## config.mk

```make
export PLATFORM = sky130hd
export DESIGN_NAME = fp_mult
export DESIGN_NICKNAME = d
export VERILOG_FILES = /design/src/rtl/fp_pkg.sv /design/src/rtl/fp_round.sv /design/src/rtl/fp_mult.sv
export SDC_FILE = /design/constraint.sdc
export NUM_CORES = 1
export LEC_CHECK = 0
export BUFFER_PORTS_ARGS = -buffer_cell sky130_fd_sc_hd__clkbuf_2
export CORE_ASPECT_RATIO = 0.5
export CORE_MARGIN = 2
export CORE_UTILIZATION = 60
export DETAILED_ROUTE_END_ITERATION = 8
export PLACE_DENSITY = 0.82
export SKIP_CTS_REPAIR_TIMING = 1
export SLEW_MARGIN = 25
export SYNTH_ARGS = -nofsm -noshare
export SYNTH_HDL_FRONTEND = slang
export SYNTH_SLANG_ARGS = --single-unit
```

## constraint.sdc

```tcl
create_clock -name clk -period 33.8 [get_ports clk]
set_input_delay 3.38 -clock clk [delete_from_list [all_inputs] [get_ports clk]]
set_output_delay 3.38 -clock clk [all_outputs]
set_load 0.03 [all_outputs]
```

## src/rtl/fp_pkg.sv

```systemverilog
// Shared constants for the floating-point multiplier: rounding modes,
// status bit positions, default binary16 widths and the canonical qNaN.
package fp_pkg;

  localparam int FP16_SIG = 10;
  localparam int FP16_EXP = 5;

  localparam logic [2:0] RND_NE   = 3'd0;  // nearest, ties to even
  localparam logic [2:0] RND_ZERO = 3'd1;  // toward zero
  localparam logic [2:0] RND_PINF = 3'd2;  // toward +inf
  localparam logic [2:0] RND_NINF = 3'd3;  // toward -inf
  localparam logic [2:0] RND_UP   = 3'd4;  // nearest, ties away from zero
  localparam logic [2:0] RND_AWAY = 3'd5;  // away from zero

  localparam int ST_ZERO    = 0;
  localparam int ST_INF     = 1;
  localparam int ST_INVALID = 2;
  localparam int ST_TINY    = 3;
  localparam int ST_HUGE    = 4;
  localparam int ST_INEXACT = 5;

  // Canonical quiet NaN: sign 0, exponent all ones, fraction MSB set.
  function automatic logic [63:0] canon_nan(input int ew, input int sw);
    return (((64'd1 << ew) - 64'd1) << sw) | (64'd1 << (sw - 1));
  endfunction

endpackage

```

## src/rtl/fp_round.sv

```systemverilog
// Mantissa rounder: applies the selected rounding mode to a normalised
// (or denormalised) mantissa using guard/round/sticky bits.
module fp_round
  import fp_pkg::*;
#(
  parameter int MW = FP16_SIG + 1
) (
  input  logic [MW-1:0] mant,
  input  logic          guard,
  input  logic          round_bit,
  input  logic          sticky,
  input  logic          sign,
  input  logic [2:0]    rnd,
  output logic [MW-1:0] mant_r,
  output logic          carry,
  output logic          inexact
);

  logic inc;
  logic ne_up;

  assign inexact = guard | round_bit | sticky;
  assign ne_up   = guard & (round_bit | sticky | mant[0]);

  // Increment decision; unused encodings fall back to ties-to-even
  always_comb begin
    inc = 1'b0;
    case (rnd)
      RND_NE:   inc = ne_up;
      RND_ZERO: inc = 1'b0;
      RND_PINF: inc = ~sign & inexact;
      RND_NINF: inc = sign & inexact;
      RND_UP:   inc = guard;
      RND_AWAY: inc = inexact;
      default:  inc = ne_up;
    endcase
  end

  assign {carry, mant_r} = {1'b0, mant} + {{MW{1'b0}}, inc};

endmodule

```

## src/rtl/fp_mult.sv

```systemverilog
// IEEE-754 multiplier (default binary16) with combinational product and
// status, plus a sticky exception register.
// Define FP_MULT_OUT_REG_EN to register z/status (1-cycle latency).
module fp_mult
  import fp_pkg::*;
#(
  parameter int SIG_WIDTH       = FP16_SIG,
  parameter int EXP_WIDTH       = FP16_EXP,
  parameter int IEEE_COMPLIANCE = 1
) (
  input  logic                           clk,
  input  logic                           reset_n,
  input  logic [SIG_WIDTH+EXP_WIDTH:0]   a,
  input  logic [SIG_WIDTH+EXP_WIDTH:0]   b,
  input  logic [2:0]                     rnd,
  output logic [SIG_WIDTH+EXP_WIDTH:0]   z,
  output logic [7:0]                     status,
  input  logic                           flags_clr,
  output logic [7:0]                     flags_sticky
);

  localparam int W    = SIG_WIDTH + EXP_WIDTH + 1;
  localparam int M    = SIG_WIDTH + 1;         // mantissa incl. hidden bit
  localparam int PW   = 2 * M;                 // raw product width
  localparam int EW   = EXP_WIDTH + 2;         // signed internal exponent
  localparam int LZW  = $clog2(PW + 1);
  localparam int BIAS = 2 ** (EXP_WIDTH - 1) - 1;
  localparam int EMAX = 2 ** EXP_WIDTH - 1;
  localparam bit FLUSH = (IEEE_COMPLIANCE == 0);

  localparam logic [W-1:0]  QNAN     = W'(canon_nan(EXP_WIDTH, SIG_WIDTH));
  localparam logic [W-2:0]  INF_MAG  = {{EXP_WIDTH{1'b1}}, {SIG_WIDTH{1'b0}}};
  localparam logic [W-2:0]  MAXF_MAG = {{(EXP_WIDTH-1){1'b1}}, 1'b0, {SIG_WIDTH{1'b1}}};
  localparam logic [EW-1:0] PW_E     = EW'(PW);
  localparam logic [EW-1:0] EMAX_E   = EW'(EMAX);

  // ---- unpack ----
  logic [EXP_WIDTH-1:0] ea_f, eb_f, ea_u, eb_u;
  logic [SIG_WIDTH-1:0] fa, fb;
  logic                 ea_one, eb_one, ea_nul, eb_nul;
  logic                 a_nan, b_nan, a_snan, b_snan, a_inf, b_inf, a_zero, b_zero;
  logic                 sign, inf_x_zero;
  logic [M-1:0]         ma, mb;

  assign ea_f   = a[W-2:SIG_WIDTH];
  assign eb_f   = b[W-2:SIG_WIDTH];
  assign fa     = a[SIG_WIDTH-1:0];
  assign fb     = b[SIG_WIDTH-1:0];
  assign ea_one = &ea_f;
  assign eb_one = &eb_f;
  assign ea_nul = ~|ea_f;
  assign eb_nul = ~|eb_f;

  // Without full compliance NaNs read as infinity and subnormals as zero
  assign a_nan  = FLUSH ? 1'b0 : (ea_one & |fa);
  assign b_nan  = FLUSH ? 1'b0 : (eb_one & |fb);
  assign a_snan = a_nan & ~fa[SIG_WIDTH-1];
  assign b_snan = b_nan & ~fb[SIG_WIDTH-1];
  assign a_inf  = ea_one & (FLUSH | ~|fa);
  assign b_inf  = eb_one & (FLUSH | ~|fb);
  assign a_zero = ea_nul & (FLUSH | ~|fa);
  assign b_zero = eb_nul & (FLUSH | ~|fb);

  assign sign       = a[W-1] ^ b[W-1];
  assign inf_x_zero = (a_inf & b_zero) | (a_zero & b_inf);

  // Subnormals carry hidden bit 0 and an effective exponent of 1
  assign ma   = {~ea_nul, fa};
  assign mb   = {~eb_nul, fb};
  assign ea_u = ea_nul ? EXP_WIDTH'(1) : ea_f;
  assign eb_u = eb_nul ? EXP_WIDTH'(1) : eb_f;

  // ---- multiply and normalise ----
  logic [PW-1:0]  prod, pn;
  logic [LZW-1:0] lz;

  assign prod = PW'(ma) * PW'(mb);

  // Leading-zero count; the highest set bit wins
  always_comb begin
    lz = LZW'(PW);
    for (int i = 0; i < PW; i++)
      if (prod[i]) lz = LZW'(PW - 1 - i);
  end

  assign pn = prod << lz;

  // Biased exponent of the normalised product (two's complement in EW bits)
  logic [EW-1:0] e_sum, sh_amt, e_adj, e_fin;
  logic          is_sub;

  assign e_sum  = {2'b00, ea_u} + {2'b00, eb_u} - EW'(BIAS - 1) - EW'(lz);
  assign is_sub = e_sum[EW-1] | (e_sum == '0);
  assign sh_amt = EW'(1) - e_sum;
  assign e_adj  = is_sub ? '0 : e_sum;

  // ---- denormalise into the subnormal range ----
  logic [PW-1:0] xs, sh_mask;
  logic          sh_st;

  // Right shift below the minimum exponent, folding lost bits into sticky
  always_comb begin
    xs      = pn;
    sh_st   = 1'b0;
    sh_mask = (PW'(1) << sh_amt) - PW'(1);
    if (is_sub) begin
      if (sh_amt >= PW_E) begin
        xs    = '0;
        sh_st = |pn;
      end else begin
        xs    = pn >> sh_amt;
        sh_st = |(pn & sh_mask);
      end
    end
  end

  // ---- round ----
  logic [M-1:0] mant_r;
  logic         carry, inexact;

  fp_round #(.MW(M)) u_round (
    .mant      (xs[PW-1:M]),
    .guard     (xs[M-1]),
    .round_bit (xs[M-2]),
    .sticky    (|xs[M-3:0] | sh_st),
    .sign      (sign),
    .rnd       (rnd),
    .mant_r    (mant_r),
    .carry     (carry),
    .inexact   (inexact)
  );

  // Carry bumps the exponent; a subnormal rounding into the hidden bit
  // becomes the minimum normal
  assign e_fin = e_adj + EW'(carry) + EW'(is_sub & mant_r[M-1]);

  logic ovf, ovf_to_inf;
  assign ovf = ~is_sub & (e_fin >= EMAX_E);

  // Overflow saturates to max finite only when rounding toward zero
  always_comb begin
    ovf_to_inf = 1'b1;
    case (rnd)
      RND_ZERO: ovf_to_inf = 1'b0;
      RND_PINF: ovf_to_inf = ~sign;
      RND_NINF: ovf_to_inf = sign;
      default:  ovf_to_inf = 1'b1;
    endcase
  end

  // ---- result select with special-case priority ----
  logic [W-1:0] z_c;
  logic [7:0]   st_c;

  // Special cases first, then overflow, then the rounded finite result
  always_comb begin
    z_c  = '0;
    st_c = '0;
    if (a_nan | b_nan | inf_x_zero) begin
      z_c                = QNAN;
      st_c[ST_INVALID]   = a_snan | b_snan | inf_x_zero;
    end else if (a_inf | b_inf) begin
      z_c                = {sign, INF_MAG};
      st_c[ST_INF]       = 1'b1;
    end else if (a_zero | b_zero) begin
      z_c                = {sign, {(W-1){1'b0}}};
      st_c[ST_ZERO]      = 1'b1;
    end else if (FLUSH && is_sub) begin
      z_c                = {sign, {(W-1){1'b0}}};
      st_c[ST_ZERO]      = 1'b1;
      st_c[ST_TINY]      = 1'b1;
      st_c[ST_INEXACT]   = 1'b1;
    end else if (ovf) begin
      st_c[ST_HUGE]      = 1'b1;
      st_c[ST_INEXACT]   = 1'b1;
      if (ovf_to_inf) begin
        z_c              = {sign, INF_MAG};
        st_c[ST_INF]     = 1'b1;
      end else begin
        z_c              = {sign, MAXF_MAG};
      end
    end else begin
      z_c                = {sign, e_fin[EXP_WIDTH-1:0], mant_r[SIG_WIDTH-1:0]};
      st_c[ST_INEXACT]   = inexact;
      st_c[ST_TINY]      = is_sub & inexact;
      st_c[ST_ZERO]      = ~|{e_fin, mant_r};
    end
  end

`ifdef FP_MULT_OUT_REG_EN
  logic [W-1:0] z_q;
  logic [7:0]   st_q;

  // Output register stage
  always_ff @(posedge clk or negedge reset_n) begin
    if (!reset_n) begin
      z_q  <= '0;
      st_q <= '0;
    end else begin
      z_q  <= z_c;
      st_q <= st_c;
    end
  end

  assign z      = z_q;
  assign status = st_q;
`else
  assign z      = z_c;
  assign status = st_c;
`endif

  // Sticky flags: clear takes precedence over new status in the same cycle
  always_ff @(posedge clk or negedge reset_n) begin
    if (!reset_n)       flags_sticky <= '0;
    else if (flags_clr) flags_sticky <= '0;
    else                flags_sticky <= flags_sticky | status;
  end

endmodule

```

# After elaboration in Yosys (flattened, before gate mapping)

Index checks and enable logic that the tools add are counted.

Output and inout bits: 32
Bits of input ports: 38
Register bits: 8
Logic and storage cells: 124

$mul: 1
Multiplexer cells: 52
Shift operators: 3
Reductions and logical operators: 16
$add $sub $neg: 8
Bitwise logic cells: 36
Eq/ne operators: 5
$lt $le $gt $ge: 2

Operators with widths:

| cell                  | count |
|---|---|
| $mux 5                | 18 |
| $mux 15               | 3 |
| $mux 22               | 2 |
| $reduce_or 22->1      | 2 |
| $and 22x22->22        | 1 |
| $mul 11x11->22        | 1 |
| $shl 1x7->22 const A  | 1 |
| $shl 22x5->22         | 1 |
| $shr 22x7->22         | 1 |
| $sub 22x2->22 const B | 1 |
| $mux 3                | 7 |
| $reduce_or 10->1      | 2 |
| $reduce_or 18->1      | 1 |
| $and 1x1->1           | 16 |
| $mux 16               | 1 |
| $add 7x1->7           | 2 |
| $ge 7x5->1 const B    | 2 |
| $mux 1                | 13 |
| $or 1x1->1            | 13 |
| $add 11x1->12         | 1 |
| $mux 11               | 1 |
| $reduce_and 5->1      | 2 |
| $reduce_or 5->1       | 2 |
| $reduce_or 9->1       | 1 |
| other kinds (17)      | 28 |

# Depth between registers and ports, before layout

Word-level depth: 48
Depth in mapped cells: 72
Gate-level depth less buffers: 64

# Cells and area by module

Synthesis repeated with hierarchy kept, for this count alone.

Cells, all modules: 1,331
Area total of the unflattened synthesis: 9,541.7 sq um

Modules (own cells, without submodules):

| module   | times used | cells an instance | area each (sq um) | sequential area each (sq um) |
|---|---|---|---|---|
| fp_mult  | 1          | 1,294             | 9,285.2           | 150.1 |
| fp_round | 1          | 37                | 256.5             | 0.0 |

# Worst setup path after synthesis

OpenSTA, ideal clock, no wires.

Kind: in2out
Start point: input a[13]
End point: output z[10]
Stages: 66
Slack: 12.092 ns
Data arrival time: 18.328 ns
Path buffers: 8
Cells stage by stage: or4_1 -> nor2_1 -> clkbuf_1 -> nor2b_1 -> fa_1 -> inv_1 -> fa_1 -> fa_1 -> fa_1 -> fa_1 -> inv_1 -> ha_1 -> clkbuf_2 -> o21ai_0 -> a22oi_1 -> nand4_1 -> or3_4 -> a211o_2 -> (+30 left out) -> ha_1 -> ha_1 -> and4_1 -> buf_6 -> nand3_1 -> xor2_1 -> a22o_1 -> ha_1 -> clkbuf_1 -> ha_1 -> nand2_1 -> nor2_1 -> a21oi_1 -> nor3_1 -> a31oi_1 -> clkbuf_1 -> a21oi_1 -> o21ai_0

Cells in the longest elaborated chain, start to end: 36
Elaborated cells on any way between the ends: 67
Classes of those cells: add/sub: 8; mul: 1; order compare: 2; shift: 3; mux: 23; bitwise: 23; reduce/logical: 7

Ends and longest elaborated chain:

| what                                       | line           | source |
|---|---|---|
| from (decl)                                | fp_mult.sv:13  | `input logic [SIG_WIDTH+EXP_WIDTH:0] a,` |
| $reduce_or 5->1                            | fp_mult.sv:51  | `assign ea_nul = ~\|ea_f;` |
| $mul 11x11->22                             | fp_mult.sv:77  | `assign prod = PW'(ma) * PW'(mb);` |
| $mux 5 (12 in a row)                       | fp_mult.sv:83  | `if (prod[i]) lz = LZW'(PW - 1 - i);` |
| $sub 7x5->7                                | fp_mult.sv:92  | `assign e_sum = {2'b00, ea_u} + {2'b00, eb_u} - EW'(BIAS - 1) - EW'(lz);` |
| $sub 1x7->7                                | fp_mult.sv:94  | `assign sh_amt = EW'(1) - e_sum;` |
| $shl 1x7->22                               | fp_mult.sv:105 | `sh_mask = (PW'(1) << sh_amt) - PW'(1);` |
| $sub 22x2->22                              | fp_mult.sv:105 |  |
| $and 22x22->22                             | fp_mult.sv:112 | `sh_st = \|(pn & sh_mask);` |
| (+9 left out)                              | n/a            |  |
| $add 7x1->7 or $and 1x1->1 (tied branches) | fp_mult.sv:135 | `assign e_fin = e_adj + EW'(carry) + EW'(is_sub & mant_r[M-1]);` |
| $add 7x1->7                                | fp_mult.sv:135 |  |
| $ge 7x5->1                                 | fp_mult.sv:138 | `assign ovf = ~is_sub & (e_fin >= EMAX_E);` |
| $and 1x1->1                                | fp_mult.sv:138 |  |
| $mux 15                                    | fp_mult.sv:173 | `end else if (ovf) begin` |
| $mux 15                                    | fp_mult.sv:165 | `end else if (a_zero \| b_zero) begin` |
| $mux 15                                    | fp_mult.sv:162 | `end else if (a_inf \| b_inf) begin` |
| $mux 16 (*)                                | fp_mult.sv:159 | `if (a_nan \| b_nan \| inf_x_zero) begin` |
| to (decl)                                  | fp_mult.sv:16  | `output logic [SIG_WIDTH+EXP_WIDTH:0] z,` |

Mark *: on every way between the ends. The rest lies on a longest branch, timed or not.

# Worst setup path in the final report

Start point: input b[13]
End point: output z[9]

Cells in the longest elaborated chain, start to end: 36
Elaborated cells on any way between the ends: 67
Classes of those cells: add/sub: 8; mul: 1; order compare: 2; shift: 3; mux: 23; bitwise: 23; reduce/logical: 7

Ends and longest elaborated chain:

| what                                       | line           | source |
|---|---|---|
| from (decl)                                | fp_mult.sv:14  | `input logic [SIG_WIDTH+EXP_WIDTH:0] b,` |
| $reduce_or 5->1                            | fp_mult.sv:52  | `assign eb_nul = ~\|eb_f;` |
| $mul 11x11->22                             | fp_mult.sv:77  |  |
| $mux 5 (12 in a row)                       | fp_mult.sv:83  |  |
| $sub 7x5->7                                | fp_mult.sv:92  |  |
| $sub 1x7->7                                | fp_mult.sv:94  |  |
| $shl 1x7->22                               | fp_mult.sv:105 |  |
| $sub 22x2->22                              | fp_mult.sv:105 |  |
| $and 22x22->22                             | fp_mult.sv:112 |  |
| (+9 left out)                              | n/a            |  |
| $add 7x1->7 or $and 1x1->1 (tied branches) | fp_mult.sv:135 |  |
| $add 7x1->7                                | fp_mult.sv:135 |  |
| $ge 7x5->1                                 | fp_mult.sv:138 |  |
| $and 1x1->1                                | fp_mult.sv:138 |  |
| $mux 15                                    | fp_mult.sv:173 |  |
| $mux 15                                    | fp_mult.sv:165 |  |
| $mux 15                                    | fp_mult.sv:162 |  |
| $mux 16 (*)                                | fp_mult.sv:159 |  |

Marks and branches as above.

==> summary.md <==
| Metric | Value |
|---|---|
| Vias post-DR | `11.76k` |
| Crit path required time | `30.42 ns` |
| Crit path max fanout | `16` |
| Initial Util | `62.48%` |
| Portion of netlist area occupied by mux cells | `1.645%` |
| EDFF count, synth | `0` |
| CP top delay family | `adder cells` |
| Max Cap Viol | `0` |
| Critical path depth | `63` |
| CTS root buf | `clkbuf_16` |
| Met3 WL | `3.804 mm` |
| Clk sinks | `6` |
| Die Y | `97.20 um` |
| Fmax | `0.04157 GHz` |
| # IOs | `70` |
| H-Tree Depth | `1` |
| Core Area | `16680 um2` |
| Total GRT Usage | `40.43%` |
| Critical Path Most Common Cell | `ha_1` |
| Hold path endpoint | `flags_sticky[1]` |
| Synth Flop Type | `dfrtp_1` |
| Max incr delay on CP | `0.58 ns` |
| Clock Latency Late Sink | `0.24 ns` |
| Most frequent cells in the layout | `inv_1 (153), nor2_1 (119), nand2_1 (114)` |
| Synth Area in Simple Gates | `27.59%` |
| PortBufs | `65` |
| Post-DP HPWL | `29.88 mm` |
| Ant diodes | `0` |
| Most common cell after layout, fill and taps aside | `inv_1` |
| Routed WL per cell | `22.51 um` |
| Largest registers | `flags_sticky: 6 flops` |
| HP Class | `register to register` |
| Vias per cell | `7.029` |
| Hold Path Depth | `2` |
| Congestion Overflow GR | `0` |
| Synthesis Warnings | `0` |
| Status | `finished, final reports clean` |
| Placement row count | `33` |
| Register with the most flip-flops | `flags_sticky` |
| Fin util | `65.29%` |
| Compound-Gate Fraction of Synth Area | `30.82%` |
| Clock Tree Buf Depth | `2` |
| Slowest cell on the critical path | `or4_1` |
| Remaining antenna violation count | `0` |
| R2R Path End | `flags_sticky[0]` |
| P&R area growth vs syn | `4.502%` |
| # setup viols final | `0` |
| Pre-Repair DR Iteration Count | `5` |
| Critical path class | `input port to output pin` |
| Wire length on met1 | `15.53 mm` |
| Initial antenna violation count | `0` |
| Top Layer Used | `met4` |
| Yosys reg bits | `6` |
| RSZ-0062 raised after global routing | `no` |
| Hold_sp | `flags_sticky[1]` |
| Crit path buf inv count | `10` |
| Met2 WL post-DR | `16.74 mm` |
| Area after DPL | `10820 um2` |
| Num CTS Buffers | `3` |
| Critical path launch point type | `input port` |
| FF-to-FF setup slack | `32.89 ns` |
| Mapped Area | `10420 um2` |
| Number of global-route vias before repair | `11.32k` |
| Max FFs per register | `6` |
| Worst slew pin tran | `0.9776 ns` |
| Synth Area in XOR/XNOR | `3.649%` |
| Worst slew margin | `34.36%` |
| Syn Area/Cell | `7.248 um2` |
| Final layout net count | `1649` |
| Yosys cell types | `117` |
| DRT Wirelength | `37.66 mm` |
| Fin crit share | `71.17%` |
| Die width | `190.4 um` |
| Asr flop ratio synth | `100.0%` |
| Cell count after synthesis | `1438` |
| Post-route cell area | `10890 um2` |
| Crit path arrival time | `20.67 ns` |
| Largest family of logic cells by synthesized area | `compound AO/OA/AOI/OAI gates` |
| Share of layout cells above drive strength 1 | `11.55%` |
| Reg2reg path depth | `3` |
| Final slew viol count | `0` |
| CTS tree | `done` |
| Final Hold Violating Endpoints | `0` |
| Setup crit end kind | `output pin` |
| DRC | `0` |
| DR iter-0 viols | `1278` |
| Largest net degree at the start of global routing | `39` |
| Worst clock skew | `0 ns` |
| First-pass GRT wire length | `60.64 mm` |
| RD Place Congestion | `1.037` |
| R2r startpoint | `flags_sticky[0]` |
| Post-Synth Adder-Cell Area | `25.69%` |
| CTS clk-pin slew, worst paths | `0.03 ns` |
| Post-synthesis sequential area ratio | `1.441%` |
| Final TNS setup | `0 ns` |
| Post-layout min period | `24.05 ns` |
| Die area | `18510 um2` |
[stage by stage]
step	worst slack, ns	hold WS [ns]	cells
global route	8.858	0.5420	1673
detailed placement	10.22	0.4874	1670
floorplan	12.09	0.6788	1441
CTS	10.12	0.4952	1673
finish	9.746	0.4949	1673
global placement	10.94	0.4798	1670
[synthesized netlist by cell type, drive strengths merged, types with 6 or more instances]
cell type / instances / area share, %
o2111ai: 7 / 0.65
nor3: 41 / 2.0
o211a: 8 / 0.77
a21oi: 91 / 4.6
a2bb2oi: 6 / 0.62
o21bai: 6 / 0.47
o21ai: 80 / 3.9
nor2: 123 / 4.5
o21a: 12 / 0.86
a31oi: 14 / 0.90
o211ai: 40 / 3.2
inv: 156 / 5.7
nand3: 48 / 2.4
a211o: 10 / 0.94
a2111oi: 7 / 0.71
and3: 14 / 0.84
a211oi: 22 / 2.1
and2: 84 / 5.0
xnor2: 25 / 2.2
or3: 12 / 0.77
o221ai: 8 / 0.73
o32ai: 6 / 0.50
xor2: 15 / 1.3
mux2i: 7 / 0.67
a21o: 14 / 1.0
ha: 78 / 9.4
o22ai: 16 / 1.0
o31ai: 10 / 0.86
a221o: 6 / 0.58
dfrtp: 6 / 1.4
nor2b: 25 / 1.5
or2: 11 / 0.66
fa: 85 / 16
nor4: 24 / 1.8
buf: 27 / 1.5
nand2: 118 / 4.4
nand4: 15 / 0.90
clkbuf: 54 / 2.0
nand2b: 10 / 0.67
a22oi: 12 / 0.91
and4: 7 / 0.59
a221oi: 9 / 1.3
[worst reg2reg max path: cells and delay by family, from the launching register on]
kind	cells	cell delay (ns)
AOI/OAI and AO/OA	2	0.25
and+or+nand+nor	1	0.14
DFF	1	0.37
[cell families (layout without fill, tap and decap cells)]
| kind of cell | count (synthesis) | in the layout |
|---|---|---|
| fa+ha+maj | 163 | 163 |
| mux | 14 | 14 |
| xor+xnor | 41 | 41 |
| flops | 6 | 6 |
| other cells | 1 | 4 |
| compound gates | 427 | 427 |
| simple gates | 549 | 549 |
| buf+inv | 237 | 242 |
[cell type report]
class	instances	area, um2
inverters	156	590.6
clock buffers	3	75.07
multi-input cells	1198	9331
well taps	227	284.0
fillers	1444	5789
repair buffers	83	460.4
flip-flops and latches	6	150.1
[layer usage]
layer | track usage [%] | vias up
li1 | - | 5181
met1 | 56.04 | 5575
met2 | 65.82 | 850
met3 | 3.322 | 154
met4 | 14.97 | 0
met5 | 0 | -
[worst max-delay path by stage]
stage	start	endpoint	slack, ns
3_3_place_gp	b[13]	status[0]	10.94
6_report	b[13]	z[9]	9.75
3_5_place_dp	b[13]	z[0]	10.22
5_1_grt	b[13]	z[0]	8.86
2_1_floorplan	a[13]	z[10]	12.09
4_1_cts	b[13]	z[9]	10.12
Power is not shown: default switching activity piles up to over one toggle a cycle in this logic, so the estimate is an artifact.
